$ cat src/rtl/uart_tx_arbiter_if.sv
// Requester-side and transmitter-side signals of the UART transmit arbiter.
// master = the arbiter; slave = the requesters plus the serial transmitter.
interface uart_tx_arbiter_if #(
  parameter int NUM_REQ = 4
);
  logic [NUM_REQ-1:0]   req;
  logic [NUM_REQ*8-1:0] req_data;
  logic [NUM_REQ-1:0]   req_valid;
  logic [NUM_REQ-1:0]   req_last;
  logic [NUM_REQ-1:0]   req_ready;
  logic [NUM_REQ-1:0]   grant;
  logic [7:0]           tx_data;
  logic                 new_tx_data;
  logic                 tx_busy;
  logic                 arb_busy;
  logic                 timeout_err;

  modport master (
    input  req, req_data, req_valid, req_last, tx_busy,
    output req_ready, grant, tx_data, new_tx_data, arb_busy, timeout_err
  );

  modport slave (
    output req, req_data, req_valid, req_last, tx_busy,
    input  req_ready, grant, tx_data, new_tx_data, arb_busy, timeout_err
  );
endinterface

$ cat src/rtl/uart_tx_arbiter.sv
// Packet-granular arbiter sharing one UART transmitter among NUM_REQ byte streams.
// Round-robin by default; define ARB_FIXED_PRIO_EN for lowest-index-wins priority.
module uart_tx_arbiter #(
  parameter int NUM_REQ = 4,
  parameter int TIMEOUT = 1024,
  parameter int TO_W    = 11
) (
  input  logic             clk,
  input  logic             rst,
  uart_tx_arbiter_if.master bus
);

  localparam int IDX_W = (NUM_REQ > 1) ? $clog2(NUM_REQ) : 1;

  typedef enum logic [1:0] {
    IDLE  = 2'd0,
    SEND  = 2'd1,
    HOLD1 = 2'd2,
    HOLD2 = 2'd3
  } state_e;

  state_e             state_q, state_d;
  logic [NUM_REQ-1:0] grant_q, grant_d;
  logic [IDX_W-1:0]   gidx_q, gidx_d;
  logic [7:0]         tx_data_q, tx_data_d;
  logic               new_tx_q, new_tx_d;
  logic               timeout_q, timeout_d;
  logic               last_flag_q, last_flag_d;
  logic [TO_W-1:0]    wd_q, wd_d;

  logic [IDX_W-1:0]   sel_idx;
  logic               sel_found;
  logic [7:0]         byte_arr [NUM_REQ];
  logic               g_req, g_valid, g_last, accept;
  logic [NUM_REQ-1:0] req_ready;

  always_comb begin
    for (int i = 0; i < NUM_REQ; i++) byte_arr[i] = bus.req_data[i*8 +: 8];
  end

  assign g_req   = bus.req[gidx_q];
  assign g_valid = bus.req_valid[gidx_q];
  assign g_last  = bus.req_last[gidx_q];
  assign accept  = (state_q == SEND) && g_valid && !bus.tx_busy;

`ifdef ARB_FIXED_PRIO_EN
  always_comb begin
    sel_idx   = '0;
    sel_found = 1'b0;
    for (int i = NUM_REQ - 1; i >= 0; i--) begin
      if (bus.req[IDX_W'(i)]) begin
        sel_idx   = IDX_W'(i);
        sel_found = 1'b1;
      end
    end
  end
`else
  logic [IDX_W-1:0] last_idx_q, last_idx_d;

  // Search starts just past the last winner, so that winner ranks lowest.
  always_comb begin
    int cand;
    cand      = 0;
    sel_idx   = '0;
    sel_found = 1'b0;
    for (int k = 1; k <= NUM_REQ; k++) begin
      cand = int'(last_idx_q) + k;
      if (cand >= NUM_REQ) cand = cand - NUM_REQ;
      if (!sel_found && bus.req[IDX_W'(cand)]) begin
        sel_idx   = IDX_W'(cand);
        sel_found = 1'b1;
      end
    end
  end

  assign last_idx_d = (state_q == IDLE && sel_found) ? sel_idx : last_idx_q;

  always_ff @(posedge clk) begin
    if (rst) last_idx_q <= IDX_W'(NUM_REQ - 1);
    else     last_idx_q <= last_idx_d;
  end
`endif

  // NOTE: the reset here is synchronous (sampled only on clk), matching the
  // rest of this codebase; tx_data is reset too so the bus idles at zero.
  always_ff @(posedge clk) begin
    if (rst) begin
      state_q     <= IDLE;
      grant_q     <= '0;
      gidx_q      <= '0;
      tx_data_q   <= '0;
      new_tx_q    <= 1'b0;
      timeout_q   <= 1'b0;
      last_flag_q <= 1'b0;
      wd_q        <= '0;
    end else begin
      // NOTE: non-blocking so every register samples pre-edge values together.
      state_q     <= state_d;
      grant_q     <= grant_d;
      gidx_q      <= gidx_d;
      tx_data_q   <= tx_data_d;
      new_tx_q    <= new_tx_d;
      timeout_q   <= timeout_d;
      last_flag_q <= last_flag_d;
      wd_q        <= wd_d;
    end
  end

  always_comb begin
    // NOTE: every output gets a default first so no path infers a latch.
    state_d     = state_q;
    grant_d     = grant_q;
    gidx_d      = gidx_q;
    tx_data_d   = tx_data_q;
    new_tx_d    = 1'b0;
    timeout_d   = 1'b0;
    last_flag_d = last_flag_q;
    wd_d        = wd_q;
    unique case (state_q)
      IDLE: begin
        if (sel_found) begin
          grant_d = NUM_REQ'(1) << sel_idx;
          gidx_d  = sel_idx;
          wd_d    = '0;
          state_d = SEND;
        end
      end
      SEND: begin
        if (accept) begin
          tx_data_d   = byte_arr[gidx_q];
          new_tx_d    = 1'b1;
          // A byte taken while req drops closes the packet like a last byte.
          last_flag_d = g_last || !g_req;
          wd_d        = '0;
          state_d     = HOLD1;
        end else if (!g_req) begin
          grant_d = '0;
          state_d = IDLE;
        end else if (wd_q == TO_W'(TIMEOUT - 1)) begin
          grant_d   = '0;
          timeout_d = 1'b1;
          state_d   = IDLE;
        end else begin
          wd_d = wd_q + 1'b1;
        end
      end
      HOLD1: state_d = HOLD2;
      HOLD2: begin
        if (last_flag_q) begin
          grant_d = '0;
          state_d = IDLE;
        end else begin
          state_d = SEND;
        end
      end
      default: state_d = IDLE;
    endcase
  end

  always_comb begin
    req_ready = '0;
    if (state_q == SEND) req_ready[gidx_q] = !bus.tx_busy;
  end

  assign bus.req_ready   = req_ready;
  assign bus.arb_busy    = (state_q != IDLE);
  assign bus.grant       = grant_q;
  assign bus.tx_data     = tx_data_q;
  assign bus.new_tx_data = new_tx_q;
  assign bus.timeout_err = timeout_q;

endmodule
$ cat src/flat_wrapper.sv
// flat-port wrapper written by rule: the top's interface ports become plain ports
module uart_tx_arbiter_flat 
#(
  parameter int NUM_REQ = 4,
  parameter int TIMEOUT = 1024,
  parameter int TO_W    = 11
)
  (clk, rst, bus_req, bus_req_data, bus_req_valid, bus_req_last, bus_tx_busy, bus_req_ready, bus_grant, bus_tx_data, bus_new_tx_data, bus_arb_busy, bus_timeout_err);
  uart_tx_arbiter_if #(.NUM_REQ(NUM_REQ)) bus_i ();
  input  logic clk;
  input  logic rst;
  input wire logic [$bits(bus_i.req)-1:0] bus_req;
  input wire logic [$bits(bus_i.req_data)-1:0] bus_req_data;
  input wire logic [$bits(bus_i.req_valid)-1:0] bus_req_valid;
  input wire logic [$bits(bus_i.req_last)-1:0] bus_req_last;
  input wire logic [$bits(bus_i.tx_busy)-1:0] bus_tx_busy;
  output wire logic [$bits(bus_i.req_ready)-1:0] bus_req_ready;
  output wire logic [$bits(bus_i.grant)-1:0] bus_grant;
  output wire logic [$bits(bus_i.tx_data)-1:0] bus_tx_data;
  output wire logic [$bits(bus_i.new_tx_data)-1:0] bus_new_tx_data;
  output wire logic [$bits(bus_i.arb_busy)-1:0] bus_arb_busy;
  output wire logic [$bits(bus_i.timeout_err)-1:0] bus_timeout_err;
  assign bus_i.req = bus_req;
  assign bus_i.req_data = bus_req_data;
  assign bus_i.req_valid = bus_req_valid;
  assign bus_i.req_last = bus_req_last;
  assign bus_i.tx_busy = bus_tx_busy;
  assign bus_req_ready = bus_i.req_ready;
  assign bus_grant = bus_i.grant;
  assign bus_tx_data = bus_i.tx_data;
  assign bus_new_tx_data = bus_i.new_tx_data;
  assign bus_arb_busy = bus_i.arb_busy;
  assign bus_timeout_err = bus_i.timeout_err;
  uart_tx_arbiter #(.NUM_REQ(NUM_REQ), .TIMEOUT(TIMEOUT), .TO_W(TO_W)) u_core (.clk(clk), .rst(rst), .bus(bus_i));
endmodule
$ cat config.mk
export PLATFORM = sky130hd
export DESIGN_NAME = uart_tx_arbiter_flat
export DESIGN_NICKNAME = d
export VERILOG_FILES = /design/src/rtl/uart_tx_arbiter_if.sv /design/src/rtl/uart_tx_arbiter.sv /design/src/flat_wrapper.sv
export SDC_FILE = /design/constraint.sdc
export NUM_CORES = 1
export LEC_CHECK = 0
export BUFFER_PORTS_ARGS = -buffer_cell sky130_fd_sc_hd__buf_2
export CORE_MARGIN = 2
export CORE_UTILIZATION = 45
export DETAILED_ROUTE_END_ITERATION = 12
export GPL_TIMING_DRIVEN = 0
export PLACE_DENSITY = 0.84
export SYNTH_ARGS = -nofsm -noshare
export SYNTH_HDL_FRONTEND = slang
export SYNTH_SLANG_ARGS = --single-unit
$ cat constraint.sdc
create_clock -name clk -period 2.25 [get_ports clk]
set_input_delay 0.225 -clock clk [delete_from_list [all_inputs] [get_ports clk]]
set_output_delay 0.225 -clock clk [all_outputs]
set_load 0.01 [all_outputs]
After elaboration in Yosys (flattened, before gate mapping) --
Cells that the tools add are included.
Word-level totals: register bits after elaboration 32, input bits 47, output and inout bits 19, logic and storage cells 124
Cells by class: $add $sub $neg 9, $lt $le $gt $ge 11, eq/ne operators 11, shift operators 1, muxes and demuxes 55, bitwise logic cells 4, reductions and logical operators 24
Operators by type and width (number):
- $mux 11 | 4
- $mux 2 | 12
- $mux 4 | 6
- $pmux 11 s2 | 1
- $mux 1 | 19
- $bmux 8 s2 | 1
- $lt 2x4->1 const B | 4
- $mux 8 | 2
- $bmux 1 s2 | 7
- $ge 3x3->1 const B | 4
- $pmux 4 s3 | 1
- $add 11x1->11 const B | 1
- $eq 11x10->1 const B | 1
- $pmux 2 s4 | 1
- $sub 2x1->2 const B | 4
- $logic_and 1x1->1 | 7
- $add 2x2->3 const B | 2
- $reduce_and 2->1 | 3
- $logic_not 1->1 | 5
- $reduce_and 5->1 | 1
- $add 2x3->4 const B | 1
- $and 4x4->4 | 1
- $eq 2x2->1 const B | 2
- $ge 4x3->1 const B | 1
- 21 further kinds | 24

Depth between registers and ports, before layout --
Gate-level depths: netlist of the first run.
depth after elaboration 19, gate-level depth with buffers 7, depth with buffers taken out 6

Worst setup path after synthesis of the first run --
No wires, ideal clock.
kind flip-flop to flip-flop, start register u_core.gidx_q[0], end register u_core.wd_q[9], arrival time 1.826 ns, path slack 0.337 ns, stages on the path, launching flop included 8, buffers on the path 2, clock period less this slack 1.913 ns, cell sequence dfxtp_1 -> buf_6 -> mux4_2 -> a21oi_4 -> buf_6 -> nand3_2 -> a2111o_1 -> o31ai_1
On the way: word-level cells in the longest chain between the ends 6, elaborated cells on any way between the ends 11, those cells by class eq/ne: 2; mux: 6; reduce/logical: 3
RTL lines:
- start: declaration | RTL line uart_tx_arbiter.sv:24 | logic [IDX_W-1:0] gidx_q, gidx_d;
- start signal: assignment | RTL line uart_tx_arbiter.sv:100 | gidx_q <= gidx_d;
- $bmux 1 s2 | RTL line uart_tx_arbiter.sv:42 | assign g_valid = bus.req_valid[gidx_q];
- $mux 1 (implied by the code) | RTL line uart_tx_arbiter.sv:42
- $logic_and 1x1->1 (2 in series) | RTL line uart_tx_arbiter.sv:44 | assign accept = (state_q == SEND) && g_valid && !bus.tx_busy;
- $ne 3x1->1 (no line), or another cell as far along
- $reduce_and 4->1 (no line) or $pmux 11 s2 (tied branches)
- end signal: assignment | RTL line uart_tx_arbiter.sv:105 | wd_q <= wd_d;
- end: declaration | RTL line uart_tx_arbiter.sv:29 | logic [TO_W-1:0] wd_q, wd_d;
Parallel ways exist; a longest one is shown, timed or not. The select of a mux whose other input is x is not followed. A chain may end at the register's enable or synchronous reset.

Final worst setup path of the first run --
start register u_core.gidx_q[1], end register u_core.grant_q[0], in the netlist u_core.bus.grant[0]
On the way: word-level cells in the longest chain between the ends 6, elaborated cells on any way between the ends 12, those cells by class eq/ne: 2; mux: 7; reduce/logical: 3
RTL lines:
- $bmux 1 s2 | RTL line uart_tx_arbiter.sv:42
- $mux 1 (implied by the code) | RTL line uart_tx_arbiter.sv:42
- $logic_and 1x1->1 (2 in series) | RTL line uart_tx_arbiter.sv:44
- $ne 2x2->1 (no line)
- $reduce_and 5->1 (no line)
- end signal: assignment | RTL line uart_tx_arbiter.sv:99 | grant_q <= grant_d;
- end: declaration | RTL line uart_tx_arbiter.sv:23 | logic [NUM_REQ-1:0] grant_q, grant_d;
Parallel ways exist; a longest one is shown, timed or not. The select of a mux whose other input is x is not followed.

==> out/results.ini, run 1 <==
[layout]
drive_gt1_share_pct = 33.7
num-fill-cells = 342
area_delta_synth_final_pct = 25.7
multi_input_area_sq_um = 1130
nets = 332
antenna_cells = 0
sequential_cell_area_sq_um = 641
final_cell_count_no_fill = 335

[clocking]
htree_levels = 2
clock_tree.root_cell = sky130_fd_sc_hd__clkbuf_8
clock_insertion_delay_worst_skew_ns = 0.29
cts_setup_buffers = 0
cts_hold_buf = 0
clockBufferDepth = 2
cts_tree = built
clock_transition_at_path_regs_ns = 0.07
tritoncts.num_buffers = 5
cts_sinks = 32

[min_path]
worst_hold_path.endpoint = u_core.last_idx_q[0]
min_path_cells = 3
class_of_the_most_critical_hold_timing_path = in -> reg
hold_path.startpoint = rst

[power_and_ir_drop]
share_seq_of_total_power_pct = 40.5
clock_network_fraction_of_total_power_pct = 29.7
power_w = 0.00153
ir_worst_vdd_mv = 0.400
p_int_w = 0.00106
power.switching_w = 0.000473
sw_frac_of_total_pct = 30.9
powerDensity_nw_per_um2 = 651
leakagePower_nw = 0.974
pwr-share-comb_pct = 29.8

[setup_path]
critPathBufInv = 2
slowest_delay_ns = 0.57
critical_path_arrival_ns = 2.31
setup.reg_to_reg.worst_slack_ns = 0.16
r2r-start = u_core.gidx_q[1]
critPathMostFrequentCell = sky130_fd_sc_hd__buf_2
timing.critical_path.cells = buf_2 > mux4_2 > o41ai_2 > buf_2 > o21ai_1 > a21oi_1 > mux2i_1
critPathLaunchType = register
critPathCaptureType = register
worstPathMaxFanout = 10
worst_path_max_delay_cell = sky130_fd_sc_hd__mux4_2
data_required_time_at_the_worst_endpoint_ns = 2.47
crit-reg2reg-capture = u_core.bus.grant[0]
worst-setup-path-type = reg -> reg
cpLargestDelayFamily = multiplexers
r2r_cells = 7

[synthesis]
syn-cell-area_sq_um = 1870
synth-seq-area-share_pct = 34.2
syn_nets = 261
postSynth.topFlopCell = sky130_fd_sc_hd__dfxtp_1
total_of_warnings_raised_by_yosys = 0
synth.ff_latch_count = 32
synth-edff-count = 0
async_reset_ff_share_pct = 0
synthCells = 213
synth.avg_cell_area_sq_um = 8.78
synth.distinct_cells = 51

[placed_design]
port_buffers = 64
place.detailed.instances = 327
dp_hpwl_um = 3570
routabilityCongestion = 0.837

[sta]
maxSlewHeadroom_pct = 56.2
worst_slew_pin_slew_ns = 0.657
fin_worst_skew_ns = 0.00990
finalCritPeriodShare_pct = 93.0
report.final.hold_viol_count = 0
setup_viol = 0
rsz_0062_raised_after_global_routing = no
fin_tns_setup_ns = 0
finalHoldWorstSlack_ns = 0.394
period_needed_ns = 2.09
max_clock_freq_mhz = 478
number_of_max_slew_violations_in_the_final_report = 0

[global_routing]
first_global_vias = 1658
globalRoute.totalOverflow = 0
grt_first_pass_wirelength_um = 7140
globalRouteTotalUtil_pct = 20.3
grt_start_max_net_pins = 11
antenna_found_initial = 0

[drt]
route.final.wire_length_um = 4700
drt_drc_violations_left = 0
ant_nets = 0
via_density = 5.60
wl_per_cell_um = 14.0
route.vias.total = 1876
drt_first_pass_iters = 4
detailedRoute.firstIterationViolations = 105

[floorplan]
placement_rows = 23
floorplan.die_area_sq_um = 4690
horizontal_die_dimension_um = 68.5
initial_core_util_pct = 46.8
core_area_sq_um = 4000
i_o_pin_count = 66
die_boundary_height_um = 68.5

[job]
timing.max_cap.violations = 0

[run_status]
run_status = finished, final reports clean

layer usage:
layer  up-vias  wire length [um]  global-route usage, %
li1        923                 -                      -
met2        56              2460                   34.1
met3        13               284                   4.61
met1       884              1860                   24.5
met5         -                 0                      0
met4         0                99                   8.75
stage by stage:
stage | area (sq um) | utilization [%] | setup slack, ns
2_1_floorplan | 1870 | - | 0.337
3_3_place_gp | 2250 | 56.3 | 0.154
3_5_place_dp | 2250 | 56.3 | 0.111
4_1_cts | 2340 | 58.6 | 0.0638
5_1_grt | 2350 | 58.8 | 0.0387
6_report | 2350 | 58.8 | 0.158
logic make-up after synthesis:
group,after synthesis,synth area share [%]
AND/OR/NAND/NOR,87,23.1
AO/OA/AOI/OAI,50,18.6
buffers and inverters,23,5.69
adder cells (fa/ha/maj),1,0.669
multiplexers,14,14.8
flip-flops,32,34.2
XOR/XNOR,6,2.81
worst register-to-register path, delay by kind of cell, from the launching register on:
kind | cells | cell delay [ns]
AO/OA/AOI/OAI | 3 | 0.46
buffers and inverters | 2 | 0.46
flip-flops | 1 | 0.31
multiplexers | 2 | 0.79
layout make-up:
| class | count | area share (%) |
|---|---|---|
| multi-input cells | 158 | 48.1 |
| flip-flops and latches | 32 | 27.2 |
| repair buffers | 64 | 13.6 |
| clock buffers | 8 | 3.83 |
| plain buffers | 14 | 3.09 |
| well taps | 50 | 2.66 |
| inverters | 9 | 1.44 |
worst max-delay path by stage:
stage / startpoint / end / depth (start not counted)
CTS: u_core.wd_q[0] / u_core.bus.grant[0] / 7
finish: u_core.gidx_q[1] / u_core.bus.grant[0] / 7
global route: u_core.gidx_q[1] / u_core.bus.grant[0] / 7
floorplan: u_core.gidx_q[0] / u_core.wd_q[9] / 7
detailed placement: u_core.wd_q[0] / u_core.bus.grant[0] / 7
global placement: u_core.gidx_q[1] / u_core.bus.grant[0] / 7
power groups by stage:
stage	clock network [W]	registers [W]	logic [W]
6_report	0.000455	0.000620	0.000455
5_1_grt	0.000475	0.000623	0.000501
3_3_place_gp	0	0.000631	0.000444
2_1_floorplan	0	0.000638	0.000318
4_1_cts	0.000462	0.000620	0.000454
3_5_place_dp	0	0.000632	0.000450
flip-flops by register name, indices dropped and copies added, names as in the netlist, named ones only:
name and count:
u_core.bus.grant 4, u_core.last_idx_q 2, u_core.bus.timeout_err 1, u_core.state_q 1, u_core.last_flag_q 1, u_core.gidx_q 2
u_core.bus.new_tx_data 1, u_core.wd_q 11, u_core.bus.tx_data 8
placed cells by master (no fill, tap or decap), types with 2 or more instances in the layout:
| cell type | instances |
|---|---|
| sky130_fd_sc_hd__buf_6 | 2 |
| sky130_fd_sc_hd__nand2_1 | 27 |
| sky130_fd_sc_hd__mux4_2 | 11 |
| sky130_fd_sc_hd__inv_1 | 8 |
| sky130_fd_sc_hd__a21oi_1 | 16 |
| sky130_fd_sc_hd__o31ai_1 | 2 |
| sky130_fd_sc_hd__nand3_2 | 2 |
| sky130_fd_sc_hd__nor2_1 | 23 |
| sky130_fd_sc_hd__mux2i_1 | 3 |
| sky130_fd_sc_hd__buf_2 | 68 |
| sky130_fd_sc_hd__nand3b_1 | 2 |
| sky130_fd_sc_hd__nor4b_1 | 2 |
| sky130_fd_sc_hd__a211oi_1 | 7 |
| sky130_fd_sc_hd__nand2b_1 | 2 |
| sky130_fd_sc_hd__clkbuf_8 | 6 |
| sky130_fd_sc_hd__and3_1 | 5 |
| sky130_fd_sc_hd__o21ai_2 | 2 |
| sky130_fd_sc_hd__xnor2_1 | 6 |
| sky130_fd_sc_hd__nor2b_1 | 3 |
| sky130_fd_sc_hd__nor3_1 | 3 |
| sky130_fd_sc_hd__a211o_1 | 2 |
| sky130_fd_sc_hd__dfxtp_1 | 32 |
| sky130_fd_sc_hd__o22ai_1 | 2 |
| sky130_fd_sc_hd__o21ai_1 | 4 |
| sky130_fd_sc_hd__nand4_1 | 2 |
| sky130_fd_sc_hd__o21ai_0 | 3 |
| sky130_fd_sc_hd__clkbuf_1 | 9 |
| sky130_fd_sc_hd__nand3_1 | 7 |
what timing repair did:
action / 4_1_cts / 5_1_grt
endpoints found under the hold margin: 0 / 0
resized for setup: 0 / 1
setup endpoints to repair: 0 / 3
Yosys cell counts (3+ instances only):
library cell / instances / share of area [%]
sky130_fd_sc_hd__nand3_1: 7 / 1.9
sky130_fd_sc_hd__xnor2_1: 6 / 2.8
sky130_fd_sc_hd__dfxtp_1: 32 / 34
sky130_fd_sc_hd__nor2b_1: 3 / 1.0
sky130_fd_sc_hd__nand2_1: 27 / 5.4
sky130_fd_sc_hd__mux2i_1: 3 / 1.6
sky130_fd_sc_hd__o21ai_0: 3 / 0.80
sky130_fd_sc_hd__o21ai_1: 4 / 1.1
sky130_fd_sc_hd__mux4_2: 11 / 13
sky130_fd_sc_hd__and3_1: 5 / 1.7
sky130_fd_sc_hd__nor2_1: 23 / 4.6
sky130_fd_sc_hd__a21oi_1: 16 / 4.3
sky130_fd_sc_hd__inv_1: 8 / 1.6
sky130_fd_sc_hd__a211oi_1: 7 / 2.8
sky130_fd_sc_hd__buf_2: 4 / 1.1
sky130_fd_sc_hd__clkbuf_1: 7 / 1.4
sky130_fd_sc_hd__nor3_1: 3 / 0.80
(Power assumes the default switching activity.)
==> inputs of run 2 (changes only) <==
- clock period: 2.25 -> 2.11 ns (I/O delays scaled with it)
==> out/results.ini, run 2 (synthesized netlist as in run 1, its figures left out) <==
[sta]
rsz_0062_raised_after_global_routing = no
number_of_max_slew_violations_in_the_final_report = 0  ; unchanged
max_clock_freq_mhz = 487  ; +1.8%
setup_viol = 0  ; unchanged
report.final.hold_viol_count = 0  ; unchanged
fin_worst_skew_ns = 0.00970  ; -0.000201 ns
finalCritPeriodShare_pct = 97.4  ; +4.4 points
period_needed_ns = 2.05  ; -0.0374 ns
maxSlewHeadroom_pct = 56.9  ; +0.70 points
worst_slew_pin_slew_ns = 0.647  ; -0.0105 ns

[layout]
largest_register_ffs = 11  ; unchanged
final_cell_count_no_fill = 335  ; unchanged
utilization_pct = 59.2  ; +0.44 points
most_frequent_cells_in_the_layout = sky130_fd_sc_hd__buf_2 (67), sky130_fd_sc_hd__dfxtp_1 (32), sky130_fd_sc_hd__nand2_1 (27), sky130_fd_sc_hd__nor2_1 (23), sky130_fd_sc_hd__a21oi_1 (15)
area_delta_synth_final_pct = 26.6
largest-register = u_core.wd_q
final_common_cell = sky130_fd_sc_hd__buf_2
antenna_cells = 0  ; unchanged
nets = 332  ; unchanged
num-fill-cells = 338  ; -1.2%
drive_gt1_share_pct = 34.0  ; +0.35 points

[clocking]
cts_tree = built
cts_sinks = 32  ; unchanged
clock_transition_at_path_regs_ns = 0.06  ; about the same
htree_levels = 2  ; unchanged
cts_hold_buf = 0  ; unchanged
clockBufferDepth = 2  ; unchanged
tritoncts.num_buffers = 5  ; unchanged
clock_tree.root_cell = sky130_fd_sc_hd__clkbuf_8
cts_setup_buffers = 0  ; unchanged
clock_insertion_delay_worst_skew_ns = 0.29  ; about the same

[run_status]
run_status = finished, final reports clean

[power_and_ir_drop]
powerDensity_nw_per_um2 = 694  ; +6.6%
ir_worst_vdd_mv = 0.429  ; +7.4%
leakagePower_nw = 0.990  ; +1.7%

[job]
timing.max_cap.violations = 0  ; unchanged

[setup_path]
setup.reg_to_reg.worst_slack_ns = 0.06  ; -0.10 ns
critPathCaptureType = register
critPathLaunchType = register
crit-reg2reg-capture = u_core.wd_q[9]
worst-setup-path-type = reg -> reg
worstPathMaxFanout = 10  ; unchanged
data_required_time_at_the_worst_endpoint_ns = 2.31  ; -0.16 ns
r2r-start = u_core.gidx_q[0]
critical_path_arrival_ns = 2.25  ; -0.06 ns
r2r_cells = 7  ; unchanged

[placed_design]
port_buffers = 64  ; unchanged
dp_hpwl_um = 3570  ; unchanged
place.detailed.instances = 327  ; unchanged
routabilityCongestion = 0.837  ; unchanged

[floorplan]
horizontal_die_dimension_um = 68.5  ; unchanged
core_area_sq_um = 4000  ; unchanged
initial_core_util_pct = 46.8  ; unchanged
die_boundary_height_um = 68.5  ; unchanged
placement_rows = 23  ; unchanged
i_o_pin_count = 66  ; unchanged
floorplan.die_area_sq_um = 4690  ; unchanged

[drt]
route.vias.total = 1860  ; -0.85%
wl_per_cell_um = 14.1  ; +0.60%
ant_nets = 0  ; unchanged
drt_first_pass_iters = 4  ; unchanged
via_density = 5.55  ; -0.85%
route.final.wire_length_um = 4730  ; +0.60%
drt_drc_violations_left = 0  ; unchanged
detailedRoute.firstIterationViolations = 85  ; -19%

[global_routing]
globalRouteTotalUtil_pct = 20.3  ; unchanged
antenna_found_initial = 0  ; unchanged
grt_first_pass_wirelength_um = 7140  ; unchanged
grt_start_max_net_pins = 11  ; unchanged
first_global_vias = 1658  ; unchanged
globalRoute.totalOverflow = 0  ; unchanged

[min_path]
min_path_cells = 3  ; unchanged
worst_hold_path.endpoint = u_core.last_idx_q[0]
class_of_the_most_critical_hold_timing_path = in -> reg
hold_path.startpoint = rst

[run 2: worst max-delay path, stage by stage (launching register included)]
cell	delay (ns)
sky130_fd_sc_hd__dfxtp_1	0.33
sky130_fd_sc_hd__buf_6	0.13
sky130_fd_sc_hd__mux4_2	0.57
sky130_fd_sc_hd__a21oi_4	0.20
sky130_fd_sc_hd__buf_6	0.16
sky130_fd_sc_hd__nand3_2	0.11
sky130_fd_sc_hd__a2111o_1	0.41
sky130_fd_sc_hd__o31ai_1	0.07
[run 2: stage by stage]
stage	setup WS [ns]	TNS, ns	area, sq um	hold slack [ns]	total power [W]
global placement	0.0142	0	2250	0.441	0.00115
global route	0.00673	0	2370	0.401	0.00171
finish	0.0552	0	2370	0.371	0.00164
CTS	0.00791	0	2350	0.367	0.00164
floorplan	0.197	0	1870	0.440	0.00102
detailed placement	-0.0287	-0.0287	2250	0.444	0.00115
[run 2: where the power goes]
| part | internal (W) | switching, W |
|---|---|---|
| clock network | 0.000266 | 0.000222 |
| registers | 0.000643 | 0.0000185 |
| logic | 0.000226 | 0.000269 |
| total | 0.00113 | 0.000510 |
[run 2: worst max path at each step]
stage	slack, ns	depth (start not counted)	end	from
CTS	0.008	7	u_core.bus.grant[0]	u_core.gidx_q[1]
detailed placement	-0.03	7	u_core.bus.grant[0]	u_core.wd_q[0]
floorplan	0.20	7	u_core.wd_q[9]	u_core.gidx_q[0]
global route	0.007	7	u_core.wd_q[9]	u_core.gidx_q[0]
global placement	0.01	7	u_core.bus.grant[0]	u_core.gidx_q[1]
finish	0.06	7	u_core.wd_q[9]	u_core.gidx_q[0]
[run 2: what timing repair did]
| item | 4_1_cts | 5_1_grt |
|---|---|---|
| cloned | 0 | 0 |
| endpoints found under the setup margin | 3 | 3 |
| endpoints found under the hold margin | 0 | 0 |
| resized for setup | 1 | 4 |
[run 2: routing by layer]
metal  GRT usage (%)  wire [um]  up-vias  part of all wire [%]
li1                -          -      923                     -
met1            24.5       1940      876                    41
met2            34.1       2450       53                    52
met3            4.61        262        8                   5.5
met4            8.75         79        0                   1.7
met5               0          0        -                     0
[run 2: final cells by class]
class / instances / area [sq um] / share of cell area (%)
clock buffer: 8 / 90.1 / 3.80
buffer: 14 / 75.1 / 3.17
multi-input combinational: 158 / 1150 / 48.4
inverter: 9 / 33.8 / 1.43
tap: 50 / 62.6 / 2.64
timing repair buffer: 64 / 320 / 13.5
sequential: 32 / 641 / 27.0
